`src/rtl/led_chaser_monitor.sv`:
```
// Observer for the bouncing one-hot LED bus: decodes position and direction,
// counts reversals and latches the first protocol violation until cleared.
//
// state   | meaning
// --------+-----------------------------------------------------------
// S_IDLE  | no LED tracked; waiting for a one-hot pattern to acquire
// S_TRACK | following a single lit LED, validating adjacent steps
// S_ERROR | violation latched; bus ignored until clear_i or reset
module led_chaser_monitor #(
  parameter int LED_COUNT = 10,
  parameter int POS_W     = 4,
  parameter int BOUNCE_W  = 8
) (
  input  logic                 clk_i,
  input  logic                 reset_ni,
  input  logic [LED_COUNT-1:0] ledr_i,
  input  logic                 clear_i,
  output logic                 active_o,
  output logic [POS_W-1:0]     pos_o,
  output logic                 dir_o,
  output logic                 dir_valid_o,
  output logic                 step_o,
  output logic                 bounce_o,
  output logic [BOUNCE_W-1:0]  bounce_cnt_o,
  output logic                 err_o,
  output logic [1:0]           err_code_o
);

  typedef enum logic [1:0] {
    S_IDLE  = 2'd0,
    S_TRACK = 2'd1,
    S_ERROR = 2'd2
  } state_e;

  localparam logic [1:0] ERR_NONE  = 2'b00;
  localparam logic [1:0] ERR_MULTI = 2'b01;
  localparam logic [1:0] ERR_JUMP  = 2'b10;

  state_e state_q, state_d;

  logic [LED_COUNT-1:0] in_q, prev_q, shl, shr;
  logic                 is_zero, is_onehot, is_multi, changed;
  logic                 step_left, step_right;
  logic [POS_W-1:0]     idx;

  logic                pos_upd;
  logic [POS_W-1:0]    pos_d;
  logic                dir_d, dir_valid_d, step_d, bounce_d, err_d, active_d;
  logic [BOUNCE_W-1:0] bounce_cnt_d;
  logic [1:0]          err_code_d;

  always_ff @(posedge clk_i or negedge reset_ni) begin
    if (!reset_ni) begin
      in_q   <= '0;
      prev_q <= '0;
    end else begin
      in_q   <= ledr_i;
      prev_q <= in_q;
    end
  end

  assign is_zero   = (in_q == '0);
  assign is_onehot = !is_zero && ((in_q & (in_q - LED_COUNT'(1))) == '0);
  assign is_multi  = !is_zero && !is_onehot;
  assign changed   = (in_q != prev_q);
  // Shifts stay LED_COUNT wide so a bit pushed past either end never matches.
  assign shl        = prev_q << 1;
  assign shr        = prev_q >> 1;
  assign step_left  = is_onehot && (in_q == shl);
  assign step_right = is_onehot && (in_q == shr);

  always_comb begin
    idx = '0;
    for (int i = 0; i < LED_COUNT; i++) begin
      if (in_q[i]) idx = POS_W'(i);
    end
  end

  always_ff @(posedge clk_i or negedge reset_ni) begin
    if (!reset_ni) state_q <= S_IDLE;
    else           state_q <= state_d;
  end

  always_comb begin
    state_d = state_q;
    unique case (state_q)
      S_IDLE: begin
        if (is_multi)       state_d = S_ERROR;
        else if (is_onehot) state_d = S_TRACK;
      end
      S_TRACK: begin
        if (changed) begin
          if (is_zero)                       state_d = S_IDLE;
          else if (!(step_left || step_right)) state_d = S_ERROR;
        end
      end
      S_ERROR: state_d = S_ERROR;
      default: state_d = S_IDLE;
    endcase
    if (clear_i) state_d = S_IDLE;
  end

  always_comb begin
    pos_upd      = 1'b0;
    pos_d        = pos_o;
    dir_d        = dir_o;
    dir_valid_d  = dir_valid_o;
    bounce_cnt_d = bounce_cnt_o;
    err_d        = err_o;
    err_code_d   = err_code_o;
    step_d       = 1'b0;
    bounce_d     = 1'b0;
    active_d     = (state_d == S_TRACK);
    if (clear_i) begin
      pos_d        = '0;
      dir_d        = 1'b0;
      dir_valid_d  = 1'b0;
      bounce_cnt_d = '0;
      err_d        = 1'b0;
      err_code_d   = ERR_NONE;
    end else begin
      unique case (state_q)
        S_IDLE: begin
          if (is_multi) begin
            err_d      = 1'b1;
            err_code_d = ERR_MULTI;
          end else if (is_onehot) begin
            pos_upd     = 1'b1;
            dir_valid_d = 1'b0;
          end
        end
        S_TRACK: begin
          if (changed) begin
            if (is_zero) begin
              dir_valid_d = 1'b0;
            end else if (step_left || step_right) begin
              pos_upd     = 1'b1;
              dir_d       = step_left;
              dir_valid_d = 1'b1;
              step_d      = 1'b1;
              if (dir_valid_o && (step_left != dir_o)) begin
                bounce_d = 1'b1;
                if (bounce_cnt_o != '1) bounce_cnt_d = bounce_cnt_o + BOUNCE_W'(1);
              end
            end else begin
              err_d       = 1'b1;
              err_code_d  = is_multi ? ERR_MULTI : ERR_JUMP;
              dir_valid_d = 1'b0;
            end
          end
        end
        default: ;
      endcase
      if (pos_upd) pos_d = idx;
    end
  end

  always_ff @(posedge clk_i or negedge reset_ni) begin
    if (!reset_ni) begin
      active_o     <= 1'b0;
      pos_o        <= '0;
      dir_o        <= 1'b0;
      dir_valid_o  <= 1'b0;
      step_o       <= 1'b0;
      bounce_o     <= 1'b0;
      bounce_cnt_o <= '0;
      err_o        <= 1'b0;
      err_code_o   <= ERR_NONE;
    end else begin
      active_o     <= active_d;
      pos_o        <= pos_d;
      dir_o        <= dir_d;
      dir_valid_o  <= dir_valid_d;
      step_o       <= step_d;
      bounce_o     <= bounce_d;
      bounce_cnt_o <= bounce_cnt_d;
      err_o        <= err_d;
      err_code_o   <= err_code_d;
    end
  end

endmodule

```
`config.mk`:
```
export PLATFORM = sky130hd
export DESIGN_NAME = led_chaser_monitor
export DESIGN_NICKNAME = d
export VERILOG_FILES = /design/src/rtl/led_chaser_monitor.sv
export SDC_FILE = /design/constraint.sdc
export NUM_CORES = 1
export LEC_CHECK = 0
export CAP_MARGIN = 20
export CORE_AREA = 5 5 94 96
export CTS_BUF_LIST = sky130_fd_sc_hd__clkbuf_4 sky130_fd_sc_hd__clkbuf_8 sky130_fd_sc_hd__clkbuf_16
export DETAILED_ROUTE_END_ITERATION = 7
export DIE_AREA = 0 0 99 101
export PLACE_DENSITY_LB_ADDON = 0.3
export SLEW_MARGIN = 20
export SYNTH_ARGS = -nofsm -noshare
export SYNTH_HDL_FRONTEND = slang
export SYNTH_SLANG_ARGS = --single-unit
```
`constraint.sdc`:
```
create_clock -name clk_i -period 4.3 [get_ports clk_i]
set_input_delay 1.29 -clock clk_i [delete_from_list [all_inputs] [get_ports clk_i]]
set_output_delay 1.29 -clock clk_i [all_outputs]
set_load 0.03 [all_outputs]
```
## Word level (Yosys, flattened, before mapping)

Cells that the tools add are included.

- Register bits after elaboration: 42
- Output and inout port bits: 20
- Logic and storage cells: 115

- Add/subtract/negate cells: 2
- Equality and inequality tests: 15
- Mux-type cells: 63
- Bitwise logic cells: 1
- Reductions and logical operators: 22

Operator list:

| cell | number |
|---|---|
| $mux W8 | 7 |
| $mux W4 | 10 |
| $mux W1 | 29 |
| $mux W2 | 12 |
| $logic_not A10 Y1 | 2 |
| $ne A3 B3 Y1 const B | 6 |
| $reduce_bool A2 Y1 | 6 |
| $and A10 B10 Y10 | 1 |
| $eq A10 B10 Y1 | 1 |
| $eq A10 B9 Y1 | 1 |
| $ne A10 B10 Y1 | 1 |
| $sub A10 B1 Y10 const B | 1 |
| $add A8 B1 Y8 const B | 1 |
| $ne A8 B8 Y1 const B | 1 |
| $reduce_and A4 Y1 | 2 |
| $pmux W1 S2 | 3 |
| $pmux W2 S3 | 1 |
| $reduce_and A6 Y1 | 1 |
| $logic_and A1 B1 Y1 | 5 |
| $reduce_and A5 Y1 | 1 |
| $eq A2 B1 Y1 const B | 2 |
| $pmux W2 S2 | 1 |
| $reduce_bool A3 Y1 | 1 |
| $eq A2 B2 Y1 const B | 1 |
| other kinds (5) | 6 |

## Depth between registers and ports, before layout

Gate-level depths: netlist of run 1.

- Word-level depth: 13
- Depth in mapped cells: 9
- Gate-level depth less buffers: 7

## Worst setup path before layout of run 1

No wires, ideal clock.

- Path type: register to register
- From: register in_q[2]
- To: register pos_o[0]
- Library setup time: 125 ps
- Arrival time: 2197 ps
- Path slack: 1977 ps
- Stages on the path, launching flop included: 10
- Buffers on the path: 2
- Period minus slack after synthesis: 2323 ps
- Cells stage by stage: dfrtp_1 -> buf_6 -> xor2_1 -> nor4_4 -> a31oi_2 -> and4_4 -> buf_6 -> nor2b_4 -> a211o_4 -> mux2_4

- Longest elaborated chain between the ends: 12

RTL lines:

| item | RTL line | source |
|---|---|---|
| start: declaration | 41 | `logic [LED_COUNT-1:0] in_q, prev_q, shl, shr;` |
| start signal: assignment | 57 | `in_q <= ledr_i;` |
| $sub A10 B1 Y10 | 63 | `assign is_onehot = !is_zero && ((in_q & (in_q - LED_COUNT'(1))) == '0);` |
| $and A10 B10 Y10 | 63 |  |
| $logic_not A10 Y1 | 63 |  |
| $logic_and A1 B1 Y1 | 63 |  |
| $logic_and A1 B1 Y1 (on tied branches) | 69, 70 |  |
| $logic_or A1 B1 Y1 | 136 | `end else if (step_left \|\| step_right) begin` |
| $mux W1 | 136 |  |
| $mux W1 | 134 | `if (is_zero) begin` |
| $mux W1 | 133 | `if (changed) begin` |
| $pmux W1 S2 | 122 | `unique case (state_q)` |
| $mux W1 | 114 | `if (clear_i) begin` |
| $reduce_bool A2 Y1 (no line) | -- |  |
| end signal: assignment | 171 | `pos_o <= pos_d;` |
| end: declaration | 19 | `output logic [POS_W-1:0] pos_o,` |

Parallel ways exist; a longest one is shown, timed or not. The select of a mux whose other input is x is not followed.
A chain may end at the register's enable or synchronous reset.

## Worst setup path in the final report of run 1

- From: input clear_i
- To: register err_code_o[0]

- Longest elaborated chain between the ends: 2

RTL lines:

| item | RTL line | source |
|---|---|---|
| start: declaration | 17 | `input logic clear_i,` |
| $ne A3 B3 Y1 (no line) / $reduce_bool A3 Y1 (equally long branches) | -- |  |
| $reduce_and A5 Y1 (no line) | -- |  |
| end signal: assignment | 178 | `err_code_o <= err_code_d;` |
| end: declaration | 26 | `output logic [1:0] err_code_o` |

Parallel ways exist; a longest one is shown, timed or not.

==> results of run 1 <==
[registers in the layout (all words and copies together) (netlist names)]
signal	cells
state_q	2
active_o	1
bounce_cnt_o	8
step_o	1
dir_valid_o	1
err_o	1
bounce_o	1
pos_o	4
dir_o	1
in_q	10
err_code_o	2
prev_q	10
[report_power, final]
group | switching (W) | total, W | internal (W)
Combinational | 0.0000479 | 0.0000920 | 0.0000441
Sequential | 0.0000261 | 0.000435 | 0.000409
Clock | 0.000149 | 0.000263 | 0.000114
[metal layers]
metal	GRT usage [%]	share of wire, %	vias to the layer above
li1	-	-	812
met1	13.3	47	800
met2	15.2	45	40
met3	2.98	5.3	8
met4	4.10	1.9	0
met5	0	0	-
[stage by stage]
step	std cells	hold WS, ns	total power, W	instance area, um^2	setup slack [ns]
2_1_floorplan	216	0.349	0.000500	2270	1.98
3_3_place_gp	340	0.487	0.000535	2630	1.19
3_5_place_dp	340	0.498	0.000537	2630	1.13
4_1_cts	348	0.505	0.000804	2720	1.45
5_1_grt	348	0.535	0.000834	2720	1.32
6_report	348	0.507	0.000790	2720	1.46
[cells by family after synthesis]
family                     synth area share [%]
AOI/OAI and AO/OA                          11.0
xor gates and xnor gates                   12.3
DFF                                        46.3
and+or+nand+nor                            21.3
buffers and inverters                      4.96
adders and majority gates                 0.551
muxes                                      3.58
[cells in the mapped netlist, types with 2 or more instances]
library cell  number  share of area (%)
dfrtp_1           42                 46
nor2_1            25                4.1
xor2_1            23                8.9
nand3_1           11                2.4
nand2_1           10                1.7
xnor2_1            9                3.5
a21oi_1            7                1.5
inv_1              7                1.2
buf_2              6                1.3
nand4_1            6                1.7
a2111oi_0          5                1.9
o21ai_0            5                1.1
buf_6              4                2.0
mux2_4             4                2.6
or3_1              4                1.1
clkbuf_1           3               0.50
nand2b_1           3               0.83
nor3_1             3               0.66
nor4_2             3                1.7
o21bai_1           3               0.99
or2_2              3               0.83
a211oi_1           2               0.66
nor4_1             2               0.55
[final cells by class]
cell class / count / area share [%]
clock buffers: 5 / 2.53
clock inverters: 3 / 0.782
inverters: 7 / 0.966
multi-input cells: 154 / 40.7
flip-flops and latches: 42 / 38.6
well taps: 105 / 4.83
repair buffers: 32 / 11.6
[critical path: stages]
cell             delay, ns
clkdlybuf4s50_1       0.98
nor2_1                0.14
a21boi_0              0.18
o21bai_1              0.21
a221oi_1              0.24
[worst paths after layout]
path                             from         endpoint  slack (ns)
min in group asynchronous    reset_ni          in_q[5]        1.12
max in group asynchronous    reset_ni  bounce_cnt_o[7]        2.59
setup reg to reg              in_q[8]         pos_o[3]        1.79
setup / recovery              clear_i    err_code_o[0]        1.46
hold / removal             state_q[1]       state_q[0]        0.51
hold reg to reg            state_q[1]       state_q[0]        0.51
==> out/qor.yml, run 1 <==
status:
  outcome: "finished clean"
yosys:
  synth_enable_flop_cells: 0
  ys_warn_count: 0
  syn_area_um2: 2270
  synth_top_flop_cell: "dfrtp_1"
  synth.ff_latch_count: 42
  seq_area_frac_synth_pct: 46.3
  synth_async_reset_ratio_pct: 100
  synth_area_per_cell_um2: 10.5
  synth_fp_nets: 230
  netlist_instances: 216
  post_synth_num_cell_types: 49
cts:
  clk_pin_slew_ns: 0.09
  cts_inserted_buffers: 5
  cts_tree: "done"
  clock_sink_count: 42
  max-clock-path-buffers: 2
  clock_root_buffer: "clkbuf_8"
  worstSkewPairLatency_ns: 0.30
  post-cts-setup-buffers: 0
  clock_tree.htree_level_count: 2
  ctsResizeCount: 0
  ctsHoldBuffers: 0
detailed_routing:
  router_iterations_before_antenna_repair: 4
  avgRoutedWirePerCell_um: 13.8
  vias: 1660
  routed_wirelength_um: 4800
  avgViaCountPerCell: 4.77
  detailedRoute.firstIterationViolations: 77
  drt_drc_violations_left: 0
  antenna_left: 0
worst_hold_path:
  hold_class: "reg2reg"
  timing.hold.worst_path_depth: 1
floorplan:
  chipWidth_um: 99
  fp.dieH_um: 101
  area_of_the_core_um2: 7970
  die_area_um2: 10000
  initial_utilization_pct: 28.5
  ios: 33
  number_of_cell_rows: 33
layout:
  multi_input_comb_area_um2: 1110
  register_area_um2: 1050
  synthToLayoutAreaGrowth_pct: 19.8
  most-common-layout-cells: "dfrtp_1, clkdlybuf4s50_1, nor2_1, xor2_1, nand3_1"
  layout_commonest_cell: "dfrtp_1"
  antennaDiodeCount: 0
  post_route_cells_drive_above_1_share_pct: 12.8
  layout.filler_cells: 809
  num-nets-final: 256
  final_core_utilization_pct: 34.1
worst_setup_path:
  critPathLaunchType: "input pin"
  timing.critical_path.arrival_ns: 3.04
  setup.worst_path.end_class: "register"
  timing.setup.critical_path_class: "in2reg"
  worst_r2r_path_depth: 7
  cp_max_fo: 22
  worstPathRequired_ns: 4.50
timing:
  rsz0062_at_grt: "false"
  final-max-slew-violation-count: 0
  post_route_skew_ns: 0.00608
  share_of_the_clock_period_used_by_the_worst_path_after_layout_pct: 66.1
  tightest_slew_ns: 0.939
  post-route-min-period_ns: 2.84
  fmax_ghz: 0.352
  maxSlewHeadroom_pct: 37.4
  hold_viol: 0
  setup-tns-final_ns: 0
  setup_violations: 0
pwr:
  cellLeakagePower_nw: 1.05
  power.density_cell_area_nw_per_um2: 290
  ir_drop_uv: 117
global_routing:
  grt_antenna_before_repair: 0
  grt_start_max_net_pins: 43
  gr-total-overflow: 0
  first_global_vias: 1538
  grt_pass1_wl_um: 7890
  global_route.usage.total_pct: 10.0
run:
  timing.max_cap.violations: 0
placement:
  port_buffers: 32
  place.gp.congestion: 0.791
  place.detailed.hpwl_um: 3430
Note: power is estimated with default switching activity, not from simulation.
==> inputs of run 2 (changes only) <==
==> constraint.sdc (replaced) <==
create_clock -name clk_i -period 2.7 [get_ports clk_i]
set_input_delay 0.81 -clock clk_i [delete_from_list [all_inputs] [get_ports clk_i]]
set_output_delay 0.81 -clock clk_i [all_outputs]
set_load 0.03 [all_outputs]
==> out/qor.yml, run 2 (synthesized netlist as in run 1, its figures left out) <==
layout:
  layout_commonest_cell: "dfrtp_1"  # unchanged
  antennaDiodeCount: 0  # unchanged
  final_core_utilization_pct: 34.8  # was 34.1%
  synthToLayoutAreaGrowth_pct: 22.2  # was 19.8%
  num-nets-final: 260  # was 256
  layout.filler_cells: 801  # was 809
  most-common-layout-cells: "dfrtp_1, clkdlybuf4s50_1, nor2_1, xor2_1, nand3_1"  # unchanged
  post_route_cells_drive_above_1_share_pct: 14.2  # was 12.8%
  largest_registers: "in_q x10, prev_q x10, bounce_cnt_o x8"  # unchanged
  design_area_um2: 2780  # was 2720 um^2
detailed_routing:
  routed_wirelength_um: 4880  # was 4800 um
  antenna_left: 0  # unchanged
  drt_drc_violations_left: 0  # unchanged
  vias: 1653  # was 1660
  avgViaCountPerCell: 4.70  # was 4.77
  avgRoutedWirePerCell_um: 13.9  # was 13.8 um
  detailedRoute.firstIterationViolations: 89  # was 77
  router_iterations_before_antenna_repair: 4  # unchanged
global_routing:
  met1_usage_pct: 14.1  # was 13.3%
  gr-total-overflow: 0  # unchanged
  grt_antenna_before_repair: 0  # unchanged
  global_route.usage.total_pct: 10.4  # was 10.0%
  grt_start_max_net_pins: 43  # unchanged
  first_global_vias: 1702  # was 1538
  grt.busiest_layer: "met2"  # unchanged
  grt_use_met2_pct: 15.7  # was 15.2%
  grt_pass1_wl_um: 8280  # was 7890 um
  met3_usage_pct: 2.49  # was 2.98%
worst_setup_path:
  cp_num_cells: 7  # was 5
  crit_path_buf_inv_count: 0  # was 1
  max_stage_delay_ns: 0.52  # was 0.98 ns
  cp_max_fo: 10  # was 22
  timing.critical_path.arrival_ns: 2.63  # was 3.04 ns
  crit_path_cell_trace: "xor2_1 -> nor4_4 -> a31oi_2 -> and4_4 -> nor2b_4 -> a211o_4 -> mux2_4"  # was clkdlybuf4s50_1 -> nor2_1 -> a21boi_0 -> o21bai_1 -> a221oi_1
  setup.worst_path.end_class: "register"  # unchanged
  critPathLaunchType: "register"  # was input pin
  path_delay_family: "simple AND/OR/NAND/NOR gates"  # was buffers and inverters
  timing.setup.critical_path_class: "reg2reg"  # was in2reg
  worstPathRequired_ns: 2.88  # was 4.50 ns
  worst_path_max_delay_cell: "dfrtp_1"  # was clkdlybuf4s50_1
  worst_r2r_path_depth: 7  # unchanged
cts:
  worstSkewPairLatency_ns: 0.29  # was 0.30 ns
  cts_inserted_buffers: 5  # unchanged
  clk_pin_slew_ns: 0.09  # about the same
  ctsHoldBuffers: 0  # unchanged
  cts_tree: "done"  # unchanged
  clock_tree.htree_level_count: 2  # unchanged
  ctsResizeCount: 0  # unchanged
  clock_root_buffer: "clkbuf_8"  # unchanged
  clock_sink_count: 42  # unchanged
  max-clock-path-buffers: 2  # unchanged
  post-cts-setup-buffers: 0  # unchanged
floorplan:
  chipWidth_um: 99  # unchanged
  area_of_the_core_um2: 7970  # unchanged
  ios: 33  # unchanged
  die_area_um2: 10000  # unchanged
  fp.dieH_um: 101  # unchanged
  number_of_cell_rows: 33  # unchanged
  initial_utilization_pct: 28.5  # unchanged
timing:
  post-route-worst-setup-slack_ns: 0.249  # was 1.46 ns
  post_route_skew_ns: 0.00783  # was 0.00608 ns
  post-route-min-period_ns: 2.45
  tightest_slew_ns: 0.526  # was 0.939 ns
  maxSlewHeadroom_pct: 64.9  # was 37.4%
  share_of_the_clock_period_used_by_the_worst_path_after_layout_pct: 90.8
  fmax_ghz: 0.408
  final-max-slew-violation-count: 0  # unchanged
  rsz0062_at_grt: "false"  # unchanged
  setup-tns-final_ns: 0  # unchanged
  setup_violations: 0  # unchanged
  hold_viol: 0  # unchanged
pwr:
  power.density_cell_area_nw_per_um2: 487  # was 290 nW/um^2
  ir_drop_uv: 223  # was 117 uV
  cellLeakagePower_nw: 1.09  # was 1.05 nW
placement:
  place.gp.congestion: 0.869  # was 0.791
  port_buffers: 32  # unchanged
  place.detailed.hpwl_um: 3600  # was 3430 um
  dpl_cell_area_um2: 2660  # was 2630 um^2
  detailedPlace.worstSlack_ns: 0.257  # was 1.13 ns
run:
  timing.max_cap.violations: 0  # unchanged
worst_hold_path:
  hold_class: "reg2reg"  # unchanged
  timing.hold.worst_path_depth: 1  # unchanged
status:
  outcome: "finished clean"  # unchanged
-- run 2: power breakdown --
part	internal (W)	switching (W)
sequential	0.000651	0.0000390
clock	0.000286	0.000221
combinational	0.0000730	0.0000798
-- run 2: layer usage --
metal / vias up / wire (um)
li1: 815 / -
met1: 786 / 2390
met2: 44 / 2180
met3: 8 / 188
met4: 0 / 119
met5: - / 0
-- run 2: path summary, 6_finish.rpt --
| check | start | end | slack (ns) |
|---|---|---|---|
| min reg2reg | state_q[1] | state_q[0] | 0.51 |
| max in group asynchronous | reset_ni | dir_valid_o | 1.76 |
| max | in_q[2] | pos_o[2] | 0.25 |
| min | state_q[1] | state_q[0] | 0.51 |
| max reg2reg | in_q[2] | pos_o[2] | 0.25 |
| min in group asynchronous | reset_ni | in_q[5] | 0.57 |
-- run 2: layout make-up --
cell class              count  area (um^2)  area share (%)
multi-input cells         154         1110            39.9
clock inverters             2         37.5            1.35
repair buffers             36          345            12.4
well taps                 105          131            4.73
clock buffers               6         76.3            2.75
flip-flops and latches     42         1050            37.9
inverters                   7         26.3           0.947
-- run 2: stage by stage --
step                      hold slack [ns]  power, W  instances
after floorplan                     0.349  0.000797        216
after global placement              0.490  0.000858        344
after detailed placement            0.494  0.000859        344
after CTS                           0.506   0.00137        352
after global routing                0.534   0.00142        352
final                               0.509   0.00135        352
